<file path="src/rtl/mandel_view_ctrl.sv">
// View controller for a Mandelbrot renderer: turns button pulses into committed
// view parameters (origin, step, iteration limit) and sequences one render per change.
module mandel_view_ctrl #(
    parameter int                  FP_WIDTH = 25,
    parameter logic [FP_WIDTH-1:0] X_START  = 25'h1900000,
    parameter logic [FP_WIDTH-1:0] Y_START  = 25'h1D00000,
    parameter logic [FP_WIDTH-1:0] STEP     = 25'h0008000,
    parameter int                  ITER_LO  = 128,
    parameter int                  ITER_HI  = 255,
    parameter int                  ITER_INC = 32,
    parameter int                  ITERW    = 8
) (
    input  logic                clk,
    input  logic                rst,
    input  logic                sig_mode,
    input  logic                sig_up,
    input  logic                sig_dn,
    input  logic                sig_left,
    input  logic                sig_right,
    input  logic                sig_home,
    input  logic                render_done,
    output logic                start,
    output logic [FP_WIDTH-1:0] x_start,
    output logic [FP_WIDTH-1:0] y_start,
    output logic [FP_WIDTH-1:0] step,
    output logic [ITERW-1:0]    iter_lim,
    output logic [1:0]          mode,
    output logic                busy,
    output logic                cmd_pend
);

    typedef enum logic [2:0] {
        ST_IDLE, ST_CALC, ST_CHECK, ST_COMMIT, ST_START, ST_WAIT
    } state_t;

    typedef enum logic [2:0] {
        CMD_HOME, CMD_LEFT, CMD_RIGHT, CMD_UP, CMD_DN
    } cmd_t;

    localparam logic [1:0] MODE_MOVE = 2'd0;
    localparam logic [1:0] MODE_ZOOM = 2'd1;
    localparam logic [1:0] MODE_ITER = 2'd2;

    localparam logic [ITERW:0]   INC_W = (ITERW+1)'(ITER_INC);
    localparam logic [ITERW:0]   HI_W  = (ITERW+1)'(ITER_HI);
    localparam logic [ITERW:0]   LO_W  = (ITERW+1)'(ITER_LO);
    localparam logic [ITERW-1:0] HI_N  = ITERW'(ITER_HI);
    localparam logic [ITERW-1:0] LO_N  = ITERW'(ITER_LO);

    state_t              state_reg;
    logic [1:0]          mode_reg;
    logic                slot_full_reg;
    cmd_t                slot_cmd_reg;
    logic [1:0]          slot_mode_reg;
    logic [FP_WIDTH-1:0] x_reg, y_reg, step_reg;
    logic [ITERW-1:0]    iter_reg;
    logic [FP_WIDTH-1:0] xc_reg, yc_reg, sc_reg;
    logic [ITERW-1:0]    ic_reg;

    logic                cap_valid;
    cmd_t                cap_cmd;
    logic [FP_WIDTH-1:0] xc_next, yc_next, sc_next;
    logic [ITERW-1:0]    ic_next;
    logic [ITERW:0]      iter_sum;
    logic                reject;

    always_comb begin
        cap_valid = sig_home | sig_left | sig_right | sig_up | sig_dn;
        cap_cmd   = CMD_DN;
        if (sig_home)       cap_cmd = CMD_HOME;
        else if (sig_left)  cap_cmd = CMD_LEFT;
        else if (sig_right) cap_cmd = CMD_RIGHT;
        else if (sig_up)    cap_cmd = CMD_UP;
    end

    // Candidates always start from the committed view; only the slot's command edits them.
    always_comb begin
        xc_next  = x_reg;
        yc_next  = y_reg;
        sc_next  = step_reg;
        ic_next  = iter_reg;
        iter_sum = {1'b0, iter_reg} + INC_W;
        if (slot_cmd_reg == CMD_HOME) begin
            xc_next = X_START;
            yc_next = Y_START;
            sc_next = STEP;
            ic_next = HI_N;
        end else begin
            case (slot_mode_reg)
                MODE_MOVE: begin
                    case (slot_cmd_reg)
                        CMD_LEFT:  xc_next = x_reg - (step_reg << 4);
                        CMD_RIGHT: xc_next = x_reg + (step_reg << 4);
                        CMD_UP:    yc_next = y_reg - (step_reg << 4);
                        CMD_DN:    yc_next = y_reg + (step_reg << 4);
                        default: ;
                    endcase
                end
                MODE_ZOOM: begin
                    if (slot_cmd_reg == CMD_UP) begin
                        xc_next = x_reg - (step_reg << 7);
                        yc_next = y_reg - (step_reg << 6) - (step_reg << 5);
                        sc_next = step_reg << 1;
                    end else if (slot_cmd_reg == CMD_DN) begin
                        xc_next = x_reg + (step_reg << 6);
                        yc_next = y_reg + (step_reg << 5) + (step_reg << 4);
                        sc_next = step_reg >> 1;
                    end
                end
                MODE_ITER: begin
                    if (slot_cmd_reg == CMD_UP) begin
                        ic_next = (iter_sum > HI_W) ? HI_N : iter_sum[ITERW-1:0];
                    end else if (slot_cmd_reg == CMD_DN) begin
                        ic_next = ({1'b0, iter_reg} < (LO_W + INC_W)) ? LO_N
                                                                      : iter_reg - INC_W[ITERW-1:0];
                    end
                end
                default: ;
            endcase
        end
    end

    assign reject = (sc_reg == '0) || (sc_reg > STEP) ||
                    (xc_reg == x_reg && yc_reg == y_reg && sc_reg == step_reg && ic_reg == iter_reg);

    always_ff @(posedge clk) begin
        if (rst) begin
            state_reg     <= ST_START;
            mode_reg      <= MODE_MOVE;
            slot_full_reg <= 1'b0;
            slot_cmd_reg  <= CMD_HOME;
            slot_mode_reg <= MODE_MOVE;
            x_reg         <= X_START;
            y_reg         <= Y_START;
            step_reg      <= STEP;
            iter_reg      <= HI_N;
            xc_reg        <= X_START;
            yc_reg        <= Y_START;
            sc_reg        <= STEP;
            ic_reg        <= HI_N;
        end else begin
            if (sig_mode)
                mode_reg <= (mode_reg == MODE_ITER) ? MODE_MOVE : mode_reg + 2'd1;

            // The CALC cycle empties the slot, so it may refill in that same cycle.
            if ((state_reg == ST_CALC || !slot_full_reg) && cap_valid) begin
                slot_full_reg <= 1'b1;
                slot_cmd_reg  <= cap_cmd;
                slot_mode_reg <= mode_reg;
            end else if (state_reg == ST_CALC) begin
                slot_full_reg <= 1'b0;
            end

            case (state_reg)
                ST_IDLE:   if (slot_full_reg || cap_valid) state_reg <= ST_CALC;
                ST_CALC: begin
                    xc_reg    <= xc_next;
                    yc_reg    <= yc_next;
                    sc_reg    <= sc_next;
                    ic_reg    <= ic_next;
                    state_reg <= ST_CHECK;
                end
                ST_CHECK:  state_reg <= reject ? ST_IDLE : ST_COMMIT;
                ST_COMMIT: begin
                    x_reg     <= xc_reg;
                    y_reg     <= yc_reg;
                    step_reg  <= sc_reg;
                    iter_reg  <= ic_reg;
                    state_reg <= ST_START;
                end
                ST_START:  state_reg <= ST_WAIT;
                ST_WAIT:   if (render_done) state_reg <= ST_IDLE;
                default:   state_reg <= ST_IDLE;
            endcase
        end
    end

    // Gated by rst so the START state held during reset does not fire a render.
    assign start    = (state_reg == ST_START) && !rst;
    assign busy     = (state_reg != ST_IDLE);
    assign cmd_pend = slot_full_reg;
    assign mode     = mode_reg;
    assign x_start  = x_reg;
    assign y_start  = y_reg;
    assign step     = step_reg;
    assign iter_lim = iter_reg;

endmodule
</file>
<file path="config.mk">
export PLATFORM = sky130hd
export DESIGN_NAME = mandel_view_ctrl
export DESIGN_NICKNAME = d
export VERILOG_FILES = /design/src/rtl/mandel_view_ctrl.sv
export SDC_FILE = /design/constraint.sdc
export NUM_CORES = 1
export LEC_CHECK = 0
export CAP_MARGIN = 25
export CORE_AREA = 4 4 250 252
export DETAILED_ROUTE_END_ITERATION = 8
export DIE_AREA = 0 0 254 256
export SETUP_SLACK_MARGIN = 0.3
export SKIP_LAST_GASP = 1
export SLEW_MARGIN = 10
export SYNTH_ARGS = -nofsm -noshare
export SYNTH_HDL_FRONTEND = slang
export SYNTH_SLANG_ARGS = --single-unit
</file>
<file path="constraint.sdc">
create_clock -name clk -period 9 [get_ports clk]
set_clock_uncertainty 0.15 [all_clocks]
set_input_delay 1.8 -clock clk [delete_from_list [all_inputs] [get_ports clk]]
set_output_delay 1.8 -clock clk [all_outputs]
set_load 0.05 [all_outputs]
</file>
=== Yosys cells after proc, flatten, opt, wreduce, memory -nomap -nowiden ===
Index checks and enable logic that the tools add are counted.

* Register bits after elaboration: 177
* Bits in latches: 0
* Memory bits (writable): 0
* Bits in read-only memories: 0
* Output and inout bits: 88
* Word-level logic and storage cells: 100
* Memories kept: 0

* Add/subtract/negate cells: 13
* Multiply operators: 0
* Div/mod/pow operators: 0
* $lt $le $gt $ge: 3
* Equality and inequality tests: 18
* Shift operators: 0
* Muxes and demuxes: 31
* Bitwise logic cells: 4
* Reductions and logical operators: 18

{| class="wikitable"
|+ Operator list
! operator !! count
|-
| two-way mux 25 bit || 10
|-
| case mux 25 bit (2 select lines) || 4
|-
| adder 25 bit || 5
|-
| subtractor 25 bit || 5
|-
| == test 25 bit || 3
|-
| two-way mux 8 bit || 6
|-
| greater-than comparator 25 x 16 -> 1 bit, second input constant || 1
|-
| logical NOT 25 bit || 1
|-
| two-way mux 3 bit || 6
|-
| case mux 3 bit (6 select lines) || 1
|-
| == test 3 x 2 -> 1 bit, second input constant || 4
|-
| adder 8 x 6 -> 9 bit, second input constant || 1
|-
| == test 3 bit, second input constant || 3
|-
| greater-than comparator 9 x 8 -> 1 bit, second input constant || 1
|-
| == test 8 bit || 1
|-
| less-than comparator 8 bit, second input constant || 1
|-
| subtractor 8 x 6 -> 8 bit, second input constant || 1
|-
| == test 3 x 1 -> 1 bit, second input constant || 2
|-
| logical NOT 3 bit || 2
|-
| logical AND 1 bit || 5
|-
| == test 2 bit, second input constant || 2
|-
| logical OR 1 bit || 4
|-
| two-way mux 2 bit || 2
|-
| != test 2 bit, second input constant || 2
|-
| 9 further kinds || 14
|}

=== Logic depth before layout (Yosys ltp) ===
* Word-level depth: 7
* Depth in mapped cells: 19
* Gate-level depth less buffers: 19

=== Worst setup path before layout ===
Ideal clock, no wire load.

* Path type: input to output
* Start point: in rst
* End point: out start
* Arrival: 3.587 ns
* Data required time: 7.050 ns
* Path slack: 3.463 ns
* Stages on the path: 2
* Buffers on the path: 1
* Path through: clkbuf_1 -> nor4b_1

* Cells in the longest elaborated chain, start to end: 2

{| class="wikitable"
|+ Ends and longest elaborated chain
! what !! RTL line !! text
|-
| start: declaration || 14 || <nowiki>input logic rst,</nowiki>
|-
| logical NOT 1 bit || 179 || <nowiki>assign start = (state_reg == ST_START) && !rst;</nowiki>
|-
| logical AND 1 bit || 179 ||
|-
| end: declaration || 22 || <nowiki>output logic start,</nowiki>
|}

Every way passes these cells.

=== Worst setup path in the final report ===
Ends and elaborated chain as after synthesis.

==> impl_metrics.ini <==
[outcome]
status = finished clean

[cells_and_area]
area_delta_synth_final_pct = 15.3
design_area_mm2 = 0.0180
antenna_cells = 0
final-seq-area_mm2 = 0.00354
fin_nets = 2236
layout-drive-gt1-share = 0.0374
n_fill_cell = 6470
multi_input_area_mm2 = 0.0115

[clock_network]
cts_buffer_depth = 2
clk_pin_slew_ns = 0.07
clock-sinks = 177
post_cts_resized = 0
cts_hold_buf = 0
cts-root-buf = clkbuf_16
cts_setup_buffers = 0
cts_buffers = 17
clock_latency_ns = 0.47
cts_tree = done
ctsHtreeMaxLevel = 4

[min_path]
hold_class = flop to flop

[sta]
fin_crit_sh = 0.588
fin_crit_ns = 5.29
drv_slew = 0
relSlewSlack = 0.268
setup_tns_ns = 0
max_clock_freq_mhz = 189
tightest_slew_ns = 1.10
whs_ns = 0.330
setup_viol_count_final = 0
grt_setup_unrepaired = false
finalHoldViolations = 0

[floorplan]
die_y_um = 256
start_util = 0.259
io_pins = 97
rows = 90
die_w_um = 254
die-area_mm2 = 0.0650
core_mm2 = 0.0601

[power_and_ir_drop]
ir_drop_v = 0.000112
p_comb_frac = 0.087
switching_share = 0.275
powerDensity_mw_per_mm2 = 95.8
clockPowerShare = 0.449
intPower_w = 0.00125
p_leak_nw = 7.12
switching_power_w = 0.000474
seqPwrFrac = 0.464

[yosys]
synth_cell_types = 75
synthCells = 2009
yosysTopAreaCellShare = 0.227
async_reset_ff_frac = 0
synth_commonest_cells = nand2_1, a21oi_1, dfxtp_1
yosys-top-cells-area = dfxtp_1, ha_1, a21oi_1, xnor2_1, nand2_1
syn_nets = 2197
synth-seq-cells = 177
synth_ff_type = dfxtp_1
yosysMostFrequentCell = nand2_1
ys_seq_area_frac = 0.227
yosysWarnings = 0
synth_top_cell_by_area = dfxtp_1
synth_edf_count = 0
synth_area_mm2 = 0.0156
syn_area_per_cell_um2 = 7.76

[critical_path]
critPathArrivalTime_ns = 3.34
cp-end-kind = output port
crit_type = input port to output port
cp.required_ns = 7.05
crit_path_start_kind = input port
worstPathMaxFanout = 70

[drt]
ant_nets = 0
drt-vias-per-instance = 5.54
drt_iter0_markers = 1631
wire_per_inst_um = 22.9
drc = 0
wl_um = 65100
firstDrtPassIters = 7
vias = 15700

[run]
cap_violations = 0

[grt]
grt_overflow_total = 0
grt_pass1_wl_um = 98000
grt_util_all_layers = 0.196
grt_max_degree = 90
antenna_found_initial = 1
grt_pass1_vias = 15200

[placement]
detailed_place_hpwl_um = 48200
numPortBuffers = 96
placed_area_mm2 = 0.0173
gp_congestion = 0.942
## logic make-up after synthesis
kind of cell / after synthesis / share of synthesized area
and+or+nand+nor: 645 / 0.189
AOI/OAI and AO/OA: 625 / 0.258
xor gates and xnor gates: 210 / 0.118
adders and majority gates: 179 / 0.164
DFF: 177 / 0.227
buffers and inverters: 166 / 0.0400
muxes: 7 / 0.00449
## per-layer routing
metal  vias up  GRT usage  wire length [um]
li1       7319          -                 -
met1      7662      0.269             28600
met2       658      0.308             29400
met3       107     0.0410              4960
met4         0     0.0649              2160
met5         -          0                 0
## power groups by stage
stage / clock network [W] / registers [W] / logic, W
2_1_floorplan: 0 / 0.000814 / 0.0000900
3_3_place_gp: 0 / 0.000817 / 0.000145
3_5_place_dp: 0 / 0.000817 / 0.000146
4_1_cts: 0.000790 / 0.000799 / 0.000147
5_1_grt: 0.000813 / 0.000800 / 0.000160
6_report: 0.000774 / 0.000800 / 0.000150
## worst paths after layout
kind / start / end / slack [ns] / depth (start not counted)
min reg2reg: xc_reg[10]$_SDFFE_PP0P_ / x_start[10]$_SDFFE_PP0N_ / 0.33 / 2
max reg2reg: step[1]$_SDFFE_PP0N_ / xc_reg[24]$_SDFFE_PP1P_ / 3.76 / 19
min: xc_reg[10]$_SDFFE_PP0P_ / x_start[10]$_SDFFE_PP0N_ / 0.33 / 2
max: rst / start / 3.71 / 3
## cells in the final DEF, fill, tap and decap left out, drive strengths merged, types with 8 or more instances in the layout
cell,count
a211o,14
a211oi,19
a21o,46
a21oi,246
a221oi,28
a22o,9
a22oi,12
a31oi,17
and2,10
and3,11
buf,26
clkbuf,20
clkdlybuf4s50,95
clkinv,8
dfxtp,177
fa,42
ha,137
inv,66
nand2,298
nand2b,25
nand3,25
nand3b,16
nand4,23
nor2,130
nor2b,13
nor3,39
nor4,25
o211ai,20
o21a,9
o21ai,100
o21bai,11
o221ai,18
o22ai,13
xnor2,136
xor2,74
## area by class of cell
| class | count | share of cell area |
|---|---|---|
| clock buffer | 20 | 0.0248 |
| clock inverter | 11 | 0.00731 |
| inverter | 65 | 0.0136 |
| sequential | 177 | 0.197 |
| multi-input combinational | 1666 | 0.637 |
| tap | 782 | 0.0544 |
| timing repair buffer | 121 | 0.0660 |
## critical path, stage by stage
cell and delay, ns:
buf_4 0.30, nor4b_1 0.36, clkdlybuf4s50_1 0.88
## metrics by stage
stage | power [W] | setup slack [ns] | utilization | std cells
2_1_floorplan | 0.000904 | 3.46 | - | 2009
3_3_place_gp | 0.000962 | 3.67 | 0.288 | 2809
3_5_place_dp | 0.000964 | 3.63 | 0.288 | 2809
4_1_cts | 0.00174 | 3.64 | 0.298 | 2840
5_1_grt | 0.00177 | 3.29 | 0.299 | 2842
6_report | 0.00172 | 3.71 | 0.299 | 2842
No activity file was read; power rests on OpenSTA's default activity.
